### config.mk
export PLATFORM = sky130hd
export DESIGN_NAME = pipe_stage_reg
export DESIGN_NICKNAME = d
export VERILOG_FILES = /design/src/rtl/pipe_pkg.sv /design/src/rtl/pipe_slot.sv /design/src/rtl/pipe_stage_reg.sv
export SDC_FILE = /design/constraint.sdc
export NUM_CORES = 1
export LEC_CHECK = 0
export ABC_AREA = 1
export CAP_MARGIN = 20
export CORE_MARGIN = 5
export CORE_UTILIZATION = 51
export DETAILED_ROUTE_END_ITERATION = 8
export PLACE_DENSITY_LB_ADDON = 0.1
export SKIP_LAST_GASP = 1
export SYNTH_ARGS = -nofsm -noshare
export SYNTH_HDL_FRONTEND = slang
export SYNTH_SLANG_ARGS = --single-unit
### constraint.sdc
create_clock -name clk -period 2.17 [get_ports clk]
set_input_delay 0.217 -clock clk [delete_from_list [all_inputs] [get_ports clk]]
set_output_delay 0.217 -clock clk [all_outputs]
set_load 0.02 [all_outputs]
### src/rtl/pipe_pkg.sv
// Shared types and standard bundle widths for pipeline boundary registers.
package pipe_pkg;

    typedef enum logic [1:0] {
        EMPTY = 2'd0,
        ONE   = 2'd1,
        FULL  = 2'd2
    } pipe_state_t;

    localparam int IFID_CTRL_W  = 1;
    localparam int IFID_DATA_W  = 64;
    localparam int IDEX_CTRL_W  = 9;
    localparam int IDEX_DATA_W  = 138;
    localparam int EXMEM_CTRL_W = 5;
    localparam int EXMEM_DATA_W = 107;
    localparam int MEMWB_CTRL_W = 2;
    localparam int MEMWB_DATA_W = 69;

endpackage

### src/rtl/pipe_slot.sv
// One stage entry (valid, ctrl, data). Clear drops valid and zeroes ctrl but keeps data;
// latency 1 cycle from load; no backpressure of its own, the parent decides when to load.
module pipe_slot
    import pipe_pkg::*;
#(
    parameter int CTRL_W = IDEX_CTRL_W,
    parameter int DATA_W = IDEX_DATA_W
) (
    input  logic              clk,
    input  logic              reset,
    input  logic              i_load,
    input  logic              i_clear,
    input  logic [CTRL_W-1:0] i_ctrl,
    input  logic [DATA_W-1:0] i_data,
    output logic              o_valid,
    output logic [CTRL_W-1:0] o_ctrl,
    output logic [DATA_W-1:0] o_data
);

    logic              r_valid;
    logic [CTRL_W-1:0] r_ctrl;
    logic [DATA_W-1:0] r_data;

    // ctrl is zeroed every time the slot goes invalid, so a bubble never carries live control
    always_ff @(posedge clk) begin
        if (reset) begin
            r_valid <= 1'b0;
            r_ctrl  <= '0;
            r_data  <= '0;
        end else if (i_clear) begin
            r_valid <= 1'b0;
            r_ctrl  <= '0;
        end else if (i_load) begin
            r_valid <= 1'b1;
            r_ctrl  <= i_ctrl;
            r_data  <= i_data;
        end
    end

    assign o_valid = r_valid;
    assign o_ctrl  = r_ctrl;
    assign o_data  = r_data;

endmodule

### src/rtl/pipe_stage_reg.sv
// Pipeline boundary register with a two-entry skid buffer, flush and bubble masking.
// Latency 1 cycle; in_ready depends only on registered state, so the stage absorbs one extra entry after stall.
module pipe_stage_reg
    import pipe_pkg::*;
#(
    parameter int CTRL_W = IDEX_CTRL_W,
    parameter int DATA_W = IDEX_DATA_W
) (
    input  logic              clk,
    input  logic              reset,
    input  logic              flush,
    input  logic              in_valid,
    output logic              in_ready,
    input  logic [CTRL_W-1:0] in_ctrl,
    input  logic [DATA_W-1:0] in_data,
    output logic              out_valid,
    input  logic              out_ready,
    output logic [CTRL_W-1:0] out_ctrl,
    output logic [DATA_W-1:0] out_data,
    output logic [1:0]        occupancy
);

    pipe_state_t r_state;
    pipe_state_t w_state_nxt;
    logic        r_reset_q;

    logic w_accept;
    logic w_pop;
    logic w_main_load;
    logic w_main_from_skid;
    logic w_main_clr;
    logic w_skid_load;
    logic w_skid_clr;

    logic              w_main_vld;
    logic [CTRL_W-1:0] w_main_ctrl;
    logic [DATA_W-1:0] w_main_data;
    logic              w_skid_vld;
    logic [CTRL_W-1:0] w_skid_ctrl;
    logic [DATA_W-1:0] w_skid_data;
    logic [CTRL_W-1:0] w_main_ctrl_in;
    logic [DATA_W-1:0] w_main_data_in;

    assign in_ready = (r_state != FULL) && !r_reset_q;
    assign w_accept = in_valid && in_ready;
    assign w_pop    = w_main_vld && out_ready;

    always_ff @(posedge clk) begin
        r_reset_q <= reset;
        if (reset) begin
            r_state <= EMPTY;
        end else begin
            r_state <= w_state_nxt;
        end
    end

    always_comb begin
        w_state_nxt      = r_state;
        w_main_load      = 1'b0;
        w_main_from_skid = 1'b0;
        w_main_clr       = 1'b0;
        w_skid_load      = 1'b0;
        w_skid_clr       = 1'b0;
        if (flush) begin
            w_state_nxt = EMPTY;
            w_main_clr  = 1'b1;
            w_skid_clr  = 1'b1;
        end else begin
            case (r_state)
                EMPTY: begin
                    if (w_accept) begin
                        w_state_nxt = ONE;
                        w_main_load = 1'b1;
                    end
                end
                ONE: begin
                    if (w_accept && w_pop) begin
                        w_main_load = 1'b1;
                    end else if (w_accept) begin
                        w_state_nxt = FULL;
                        w_skid_load = 1'b1;
                    end else if (w_pop) begin
                        w_state_nxt = EMPTY;
                        w_main_clr  = 1'b1;
                    end
                end
                FULL: begin
                    if (w_pop) begin
                        w_state_nxt      = ONE;
                        w_main_load      = 1'b1;
                        w_main_from_skid = 1'b1;
                        w_skid_clr       = 1'b1;
                    end
                end
                default: begin
                    w_state_nxt = EMPTY;
                    w_main_clr  = 1'b1;
                    w_skid_clr  = 1'b1;
                end
            endcase
        end
    end

    assign w_main_ctrl_in = w_main_from_skid ? w_skid_ctrl : in_ctrl;
    assign w_main_data_in = w_main_from_skid ? w_skid_data : in_data;

    pipe_slot #(.CTRL_W(CTRL_W), .DATA_W(DATA_W)) u_main (
        .clk     (clk),
        .reset   (reset),
        .i_load  (w_main_load),
        .i_clear (w_main_clr),
        .i_ctrl  (w_main_ctrl_in),
        .i_data  (w_main_data_in),
        .o_valid (w_main_vld),
        .o_ctrl  (w_main_ctrl),
        .o_data  (w_main_data)
    );

    pipe_slot #(.CTRL_W(CTRL_W), .DATA_W(DATA_W)) u_skid (
        .clk     (clk),
        .reset   (reset),
        .i_load  (w_skid_load),
        .i_clear (w_skid_clr),
        .i_ctrl  (in_ctrl),
        .i_data  (in_data),
        .o_valid (w_skid_vld),
        .o_ctrl  (w_skid_ctrl),
        .o_data  (w_skid_data)
    );

    assign out_valid = w_main_vld;
    assign out_ctrl  = w_main_ctrl;
    assign out_data  = w_main_data;

    always_comb begin
        occupancy = 2'd0;
        case (r_state)
            ONE:     occupancy = 2'd1;
            FULL:    occupancy = w_skid_vld ? 2'd2 : 2'd1;
            default: occupancy = 2'd0;
        endcase
    end

endmodule

=== Yosys cells after proc, flatten, opt, wreduce, memory -nomap -nowiden ===
Index checks and enable logic that the tools add are counted.

* Reduce and logical (&&, ||, !) cells: 14
* Bitwise logic cells: 2
* Mux-type cells: 26
* Equal/unequal tests: 7

{| class="wikitable"
|+ Operators with widths
! kind !! count
|-
| 2-to-1 mux 138 bit || 1
|-
| 2-to-1 mux 1 bit || 13
|-
| 2-to-1 mux 2 bit || 6
|-
| OR reduction 2 bit || 5
|-
| 2-to-1 mux 9 bit || 1
|-
| inequality test 2 bit, second input constant || 4
|-
| case mux 2 bit (3 select lines) || 1
|-
| logical AND 1 bit || 4
|-
| case mux 1 bit (2 select lines) || 2
|-
| case mux 2 bit (2 select lines) || 1
|-
| AND reduction 2 bit || 2
|-
| AND reduction 4 bit || 1
|-
| inequality test 3 bit, second input constant || 1
|-
| case mux 1 bit (3 select lines) || 1
|-
| == test 2 x 1 -> 1 bit, second input constant || 1
|-
| == test 2 bit, second input constant || 1
|-
| logical NOT 2 bit || 1
|-
| NOT 1 bit || 2
|-
| logical NOT 1 bit || 1
|}

* Output and inout bits: 151
* Flip-flop bits (word level): 299

=== Longest topological paths before layout ===
Gate-level depths: netlist of run 1.

* Word-level depth: 9
* Mapped depth: 14
* Gate-level depth less buffers: 11

=== By module ===
From an unflattened synthesis of run 1, not the netlist that was laid out.

* Cells, all modules: 2,086
* Area total of the unflattened synthesis: 15,159.5 µm²

{| class="wikitable"
|+ Modules (own cells, without submodules)
! module !! times used !! cells an instance !! area each (µm²)
|-
| pipe_slot || 2 || 934 || 6,207.2
|-
| pipe_stage_reg || 1 || 218 || 2,745.1
|}

=== Least setup slack after synthesis of run 1 ===
No wires, ideal clock.

* Path type: register -> register
* From: reg r_state[0]
* To: reg u_skid.r_data[135], in the netlist u_skid.o_data[135]
* Setup slack: 0.399 ns
* Arrival: 1.656 ns
* Period minus slack after synthesis: 1.771 ns
* Stages on the path, launching flop included: 14
* Buffers on the path: 3
* Data required time: 2.054 ns
* Cell sequence: dfxtp_1 > inv_1 > ha_1 > buf_6 > inv_4 > nand2_4 > nor2_8 > nand3_2 > nor2_4 > inv_2 > buf_2 > buf_2 > nor2_1 > nor2_1

* Cells in the longest elaborated chain, start to end: 8

{| class="wikitable"
|+ Ends and longest elaborated chain
! item !! RTL line !! source
|-
| start: declaration || pipe_stage_reg.sv:23 || <nowiki>pipe_state_t r_state;</nowiki>
|-
| start signal: assignment || pipe_stage_reg.sv:53 || <nowiki>r_state <= w_state_nxt;</nowiki>
|-
| inequality test 2 bit || pipe_stage_reg.sv:44 || <nowiki>assign in_ready = (r_state != FULL) && !r_reset_q;</nowiki>
|-
| logical AND 1 bit || pipe_stage_reg.sv:44 ||
|-
| logical AND 1 bit || pipe_stage_reg.sv:45 || <nowiki>assign w_accept = in_valid && in_ready;</nowiki>
|-
| 2-to-1 mux 1 bit / logical AND 1 bit (equally long branches) || pipe_stage_reg.sv:79, pipe_stage_reg.sv:77 ||
|-
| 2-to-1 mux 1 bit || pipe_stage_reg.sv:77 || <nowiki>if (w_accept && w_pop) begin</nowiki>
|-
| 2-to-1 mux 1 bit || pipe_stage_reg.sv:69 || <nowiki>case (r_state)</nowiki>
|-
| 2-to-1 mux 1 bit || pipe_stage_reg.sv:64 || <nowiki>if (flush) begin</nowiki>
|-
| AND reduction 2 bit (no source line) * || -- ||
|-
| end signal: assignment || pipe_slot.sv:36 || <nowiki>r_data <= i_data;</nowiki>
|-
| end: declaration || pipe_slot.sv:22 || <nowiki>logic [DATA_W-1:0] r_data;</nowiki>
|}

Every way passes the cells marked *; elsewhere a longest branch is shown, timed or not.
A chain may end at the register's enable or synchronous reset.

=== Worst setup path in the final report of run 1 ===
* From: reg r_state[0]
* To: out occupancy[0]

* Cells in the longest elaborated chain, start to end: 2

{| class="wikitable"
|+ Ends and longest elaborated chain
! item !! RTL line !! source
|-
| == test 2 bit / == test 2 x 1 -> 1 bit (equally long branches) || pipe_stage_reg.sv:137 || <nowiki>case (r_state)</nowiki>
|-
| case mux 2 bit (2 select lines) * || pipe_stage_reg.sv:137 ||
|-
| end: declaration || pipe_stage_reg.sv:20 || <nowiki>output logic [1:0] occupancy</nowiki>
|}

Marked as above.

==> results by group, run 1 <==
Outcome
  – Status: complete, no violations

Worst setup path
  – Crit path max-delay cell type: dfxtp_1
  – Reg2Reg Depth: 13
  – Stages on the worst setup path: 6
  – WP buf/inv: 3
  – Worst Path Arrival: 1.84 ns
  – Reg2Reg Launch Point: r_state[1]$_SDFFE_PP0P_
  – CP required: 1.95 ns
  – Cells along the critical path: inv_1 -> ha_2 -> buf_4 -> nand2_1 -> a21boi_0 -> clkbuf_2
  – Crit Path Class: flip-flop to primary output
  – CP Launch Type: flip-flop
  – R2r setup slk: 0.14 ns
  – Worst reg2reg endpoint: u_main.o_data[84]$_SDFFE_PP0P_
  – Crit. End Element: primary output
  – Worst Path Max Fanout: 5
  – CP delay by family, top: buffers and inverters
  – Setup crit end: occupancy[0]
  – Max stage delay on crit path: 0.34 ns
  – Worst setup startpoint: r_state[0]$_SDFFE_PP0P_

Pwr
  – Clk pwr share: 0.428
  – Static leakage: 8.312 nW
  – Sw Ratio: 0.2429
  – Cell area power density: 722.6 nW/µm²
  – Logic gate share of total power: 0.122
  – Internal Power: 9.727 mW
  – P_sw: 3.121 mW
  – Flop pwr share: 0.450
  – Maximum vdd drop: 0.0006998 V

Global route
  – First-pass GRT wire length: 55610 µm
  – GR Layer Usage met1: 0.2957
  – Vias in the first global route: 11381
  – Total grt overflow: 0
  – Met2 routing resource usage after global routing: 0.3757
  – Initial antenna violation count: 4
  – Pin count of the biggest net entering global routing: 125
  – GRT Max-Usage Layer: met2
  – Met3 usage: 0.04504
  – Total GRT Usage: 0.2242

Floorplanning
  – # IOs: 303
  – Starting density of the core: 0.5162
  – Rows: 59
  – DIE AREA: 29560 µm²
  – Die outline width: 171.9 µm
  – Die span in y: 171.9 µm
  – Core ar.: 25910 µm²

Yosys
  – Most common cell in the netlist: nor2_1
  – Ys async rst share: 0
  – Mean post-synth cell area: 6.445 µm²
  – Cell taking the most area after synthesis: dfxtp_1
  – Cells after Synth: 2075
  – Yosys top cell area share: 0.4476
  – Number of flops mapped to enable cells by yosys: 0
  – Syn Std Cell Area: 13370 µm²
  – Synth cell types: 27
  – FF+latch count, synth: 299
  – Syn_nets: 2232
  – Post-synth top cells: nor2_1 (585), nand2_1 (434), dfxtp_1 (299), inv_1 (297), o21ai_0 (258)
  – Main synth FF type: dfxtp_1
  – Synthesis Warnings: 0
  – Synth top area cells: dfxtp_1 (45%), nor2_1 (16%), nand2_1 (12%), o21ai_0 (9.7%), inv_1 (8.3%)
  – Seq/Total Area, Yosys: 0.4476

Layout
  – P&R area growth vs syn: 32.94%
  – Layout cells sized above 1: 0.04520
  – Fin util: 0.6862
  – Finished Layout Cells: 2682
  – Nets: 2479
  – Final std cell area, no fill: 17780 µm²

Timing
  – Max frequency: 485.2 MHz
  – Part of the cycle the worst path needs: 0.9497
  – Hold slack: 0.2754 ns
  – Final Slew Violations: 0
  – Worst slew pin tran: 0.5125 ns
  – Final Hold Viols: 0
  – RSZ-0062 raised after global routing: true
  – Setup-failing EPs final: 0
  – Minimum clock period: 2.061 ns
  – Relative slew slack: 0.6583
  – Clock Skew: 0.009885 ns

Drt
  – Antenna-violating nets left: 0
  – Drt first pass iters: 6
  – Routed vias: 12549
  – DRC viols: 0
  – WL per Instance: 12.83 µm
  – Post-Route WL: 34400 µm
  – Vias/cell: 4.679
  – 1st-iter DRT viols: 967

Clock network
  – Hold Buf Count CTS: 0
  – Longest Clk Path Bufs: 3
  – Worst-path clk slew: 0.06 ns
  – CTS sink cnt: 299
  – Clock Latency Late Sink: 0.55 ns
  – CTS tree: yes
  – CTS root buffer: clkbuf_16
  – CTS H-tree depth: 1
  – Post-CTS Setup Bufs: 0
  – TritonCTS buffer count: 31

Hold path
  – Min-delay src: in_data[135]
  – Hold Path Class: primary input to flip-flop

Placement
  – Post-DP HPWL: 22760 µm
  – Placer's final routability congestion estimate: 0.8474
  – IO buf count: 302
  – Placed inst area: 16710 µm²
  – Dpl cells: 2624

Run
  – Maxcap violations: 0
[layout by cell type, fill, tap and decap left out, drive strengths merged]
| master | count |
|---|---|
| a211oi | 9 |
| a21oi | 2 |
| nor2 | 587 |
| bufinv | 4 |
| a21boi | 1 |
| o21ai | 296 |
| o21a | 1 |
| nand2 | 437 |
| inv | 300 |
| nand3b | 1 |
| clkbuf | 41 |
| dfxtp | 299 |
| ha | 5 |
| nand4 | 2 |
| clkdlybuf4s50 | 299 |
| nand3 | 8 |
| dlygate4sd2 | 2 |
| buf | 37 |
| clkinvlp | 6 |
| diode | 2 |
| clkinv | 8 |
[flip-flops by register name, summed over array words and instances, names as in the netlist]
name	flops
r_reset_q	1
u_main.o_ctrl	9
u_main.o_data	138
u_skid.o_data	138
u_main.o_valid	1
u_skid.o_valid	1
u_skid.o_ctrl	9
r_state	2
[stage by stage]
stage	setup TNS [ns]	setup WS, ns	power [mW]
floorplan	0	0.3985	6.668
global placement	0	0.2067	7.453
detailed placement	0	0.1369	7.471
CTS	-0.06414	-0.06414	12.99
global route	-0.04758	-0.04335	13.37
finish	0	0.1092	12.85
[power by group through the flow]
stage | Clock, mW | Sequential (mW) | Combinational [mW]
after CTS | 5.62 | 5.78 | 1.58
after detailed placement | 0 | 5.90 | 1.57
after floorplan | 0 | 6.07 | 0.603
after global placement | 0 | 5.90 | 1.56
final | 5.49 | 5.78 | 1.57
after global routing | 5.84 | 5.80 | 1.74
[cell type report]
class                           instances  area, µm²
Timing Repair Buffer                  339       3547
Sequential cell                       299       5986
Multi-Input combinational cell       1349       5614
Fill cell                            2204       8132
Inverter                              302       1144
Antenna cell                            2      5.005
Clock buffer                           40      869.6
Clock inverter                         16      195.2
Tap cell                              335      419.2
[cell families after synthesis]
| family | count (synthesis) | synth area share |
|---|---|---|
| flip-flops | 299 | 0.4476 |
| AND/OR/NAND/NOR | 1035 | 0.2963 |
| AO/OA/AOI/OAI | 309 | 0.1177 |
| buffers and inverters | 427 | 0.1338 |
| adder cells (fa/ha/maj) | 5 | 0.004678 |
[per-layer routing]
metal  routed length [µm]  part of all wire  up-vias
li1                     -                 -     6680
met1                15160              0.44     5481
met3                 2418             0.070       57
met4                  871             0.025        4
met5                   27           0.00078        -
met2                15930              0.46      327
[worst min path at each step]
stage,to,slack [ns],depth (start not counted)
final,u_skid.o_data[135]$_SDFFE_PP0P_,0.28,3
after global routing,r_reset_q$_DFF_P_,0.27,1
after CTS,u_skid.o_data[135]$_SDFFE_PP0P_,0.25,3
after detailed placement,u_skid.o_ctrl[3]$_SDFFE_PP0P_,0.45,2
after global placement,u_skid.o_ctrl[5]$_SDFFE_PP0P_,0.45,2
after floorplan,r_reset_q$_DFF_P_,0.24,0
[tightest hold or removal path, stage by stage]
cell and delay [ns]:
clkdlybuf4s50_1 0.41, nor2_1 0.10, nor2_1 0.05
[what timing repair did]
| item | 4_1_cts | 5_1_grt |
|---|---|---|
| endpoints found under the hold margin | 0 | 0 |
| setup endpoints to repair | 3 | 11 |
| gates resized for setup | 4 | 4 |
No activity file was read; power rests on OpenSTA's default activity.
==> run 2, diff against run 1 <==
--- a/config.mk
+++ b/config.mk
@@ -11,6 +11,7 @@
 export CORE_UTILIZATION = 51
 export DETAILED_ROUTE_END_ITERATION = 8
 export PLACE_DENSITY_LB_ADDON = 0.1
+export SETUP_SLACK_MARGIN = 0.4
 export SKIP_LAST_GASP = 1
 export SYNTH_ARGS = -nofsm -noshare
 export SYNTH_HDL_FRONTEND = slang
==> run 2 against run 1 <==
Maximum frequency grew 8.0%. Cell area is 8.6% higher. Register-to-register slack better by 0.12 ns. Highest routed layer is now met4.
==> results by group, run 2 (same netlist as run 1, synthesis figures left out) <==
Drt
  – Post-Route WL: 40910 µm
  – Drt first pass iters: 5
  – 1st-iter DRT viols: 958
  – DRC viols: 0
  – Vias/cell: 4.916
  – Antenna-violating nets left: 0
  – Routed vias: 13449
  – WL per Instance: 14.95 µm

Pwr
  – Static leakage: 8.999 nW
  – Clk pwr share: 0.458
  – Sw Ratio: 0.2379
  – Maximum vdd drop: 0.0006604 V
  – Internal Power: 10.65 mW
  – Logic gate share of total power: 0.128
  – Cell area power density: 723.7 nW/µm²
  – Flop pwr share: 0.414
  – P_sw: 3.324 mW

Clock network
  – CTS sink cnt: 299
  – Hold Buf Count CTS: 0
  – Longest Clk Path Bufs: 3
  – CTS root buffer: clkbuf_16
  – Worst-path clk slew: 0.06 ns
  – CTS tree: yes
  – CTS H-tree depth: 2
  – TritonCTS buffer count: 34
  – Clock Latency Late Sink: 0.51 ns

Timing
  – Relative slew slack: 0.6649
  – Final setup margin: 0.2614 ns
  – TNS Setup: 0 ns
  – Minimum clock period: 1.909 ns
  – Setup-failing EPs final: 0
  – Final Slew Violations: 0
  – Part of the cycle the worst path needs: 0.8796
  – Worst slew pin tran: 0.5012 ns
  – Max frequency: 523.9 MHz
  – Clock Skew: 0.01507 ns
  – RSZ-0062 raised after global routing: true
  – Final Hold Viols: 0

Global route
  – Total GRT Usage: 0.2485
  – Pin count of the biggest net entering global routing: 83
  – GR Layer Usage met1: 0.3141
  – First-pass GRT wire length: 60780 µm
  – Vias in the first global route: 12273
  – Initial antenna violation count: 4
  – GRT Max-Usage Layer: met2
  – Met2 routing resource usage after global routing: 0.4172
  – Total grt overflow: 0
  – Met3 usage: 0.05578

Floorplanning
  – Die span in y: 171.9 µm
  – # IOs: 303
  – Die outline width: 171.9 µm
  – Starting density of the core: 0.5162
  – Core ar.: 25910 µm²
  – Rows: 59
  – DIE AREA: 29560 µm²

Worst setup path
  – CP Launch Type: flip-flop
  – R2r setup slk: 0.26 ns
  – Worst reg2reg endpoint: u_main.o_data[76]$_SDFFE_PP0P_
  – Reg2Reg Depth: 14
  – CP required: 2.61 ns
  – Crit Path Class: flip-flop to flip-flop
  – Worst Path Max Fanout: 7
  – Worst setup startpoint: r_state[0]$_SDFFE_PP0P_
  – Reg2Reg Launch Point: r_state[0]$_SDFFE_PP0P_
  – Worst Path Arrival: 2.35 ns
  – Crit. End Element: flip-flop
  – Setup crit end: u_main.o_data[76]$_SDFFE_PP0P_

Placement
  – Post-Place Setup Slack: 0.1477 ns
  – Dpl cells: 2629
  – Post-DP HPWL: 23940 µm
  – IO buf count: 302
  – Placer's final routability congestion estimate: 0.8409
  – Placed inst area: 16800 µm²

Layout
  – Leading cell types in the layout, fill and taps excluded: nor2_1 (530), nand2_1 (421), dfxtp_1 (297), inv_1 (293), clkdlybuf4s50_1 (293)
  – Final std cell area, no fill: 19310 µm²
  – P&R area growth vs syn: 44.35%
  – Nets: 2529
  – Layout fillers: 1929
  – Commonest non-fill, non-tap cell in the layout: nor2_1
  – Finished Layout Cells: 2736
  – Layout cells sized above 1: 0.09891

Hold path
  – Hold Path Class: primary input to flip-flop

Run
  – Maxcap violations: 0

Outcome
  – Status: complete, no violations
-- run 2: metrics by stage --
| step | hold slack (ns) | power, mW | util |
|---|---|---|---|
| 6_report | 0.3171 | 13.97 | 0.7451 |
| 5_1_grt | 0.3251 | 14.46 | 0.7450 |
| 4_1_cts | 0.3050 | 13.89 | 0.7154 |
| 3_5_place_dp | 0.4489 | 7.474 | 0.6483 |
| 3_3_place_gp | 0.4466 | 7.451 | 0.6483 |
| 2_1_floorplan | 0.2447 | 6.668 | - |
-- run 2: repair_timing --
action | CTS | global route
setup buffers | 15 | 4
gates cloned | 7 | 16
gates resized for setup | 64 | 122
pin swaps | 8 | 34
hold endpoints to repair | 0 | 0
setup endpoints to repair | 285 | 292
-- run 2: power by group through the flow --
stage	clock (mW)	sequential (mW)	combinational, mW
CTS	6.45	5.78	1.66
detailed placement	0	5.90	1.57
finish	6.40	5.78	1.79
floorplan	0	6.07	0.603
global route	6.71	5.80	1.95
global placement	0	5.89	1.56
-- run 2: worst max-delay path, stage by stage (launching register included) --
cell and delay, ns:
dfxtp_4 0.38, inv_4 0.05, ha_4 0.16, inv_4 0.08, nand2_4 0.07, nor2_8 0.15
nand2_4 0.07, nand3_4 0.07, nand3_4 0.09, buf_12 0.18, buf_12 0.14, clkbuf_16 0.16
nand2_1 0.05, nand2_1 0.04, nor2_1 0.13
-- run 2: cell type report --
type | instances | area (µm²) | share of cell area
clock buffer | 51 | 1069 | 0.05535
sequential | 299 | 5993 | 0.3104
timing repair buffer | 385 | 4484 | 0.2323
tap | 335 | 419.2 | 0.02171
antenna | 5 | 12.51 | 0.0006481
inverter | 302 | 1160 | 0.06008
timing repair inverter | 1 | 6.256 | 0.0003240
clock inverter | 9 | 195.2 | 0.01011
multi-input combinational | 1349 | 5967 | 0.3091
-- run 2: worst min path at each step --
stage                                       start                         endpoint  slack, ns  depth (start not counted)
finish                                in_data[95]   u_skid.o_data[95]$_SDFFE_PP0P_       0.32                          3
global route                          in_data[95]   u_skid.o_data[95]$_SDFFE_PP0P_       0.33                          3
CTS                                  in_data[124]  u_skid.o_data[124]$_SDFFE_PP0P_       0.31                          3
detailed placement  u_skid.o_ctrl[1]$_SDFFE_PP0P_    u_skid.o_ctrl[1]$_SDFFE_PP0P_       0.45                          2
global placement    u_skid.o_ctrl[1]$_SDFFE_PP0P_    u_skid.o_ctrl[1]$_SDFFE_PP0P_       0.45                          2
floorplan                                   reset                r_reset_q$_DFF_P_       0.24                          0
-- run 2: layer usage --
layer  vias to the layer above  share of wire
li1                       6810              -
met1                      6136           0.41
met2                       420           0.48
met3                        83          0.075
met4                         0          0.030
met5                         -              0
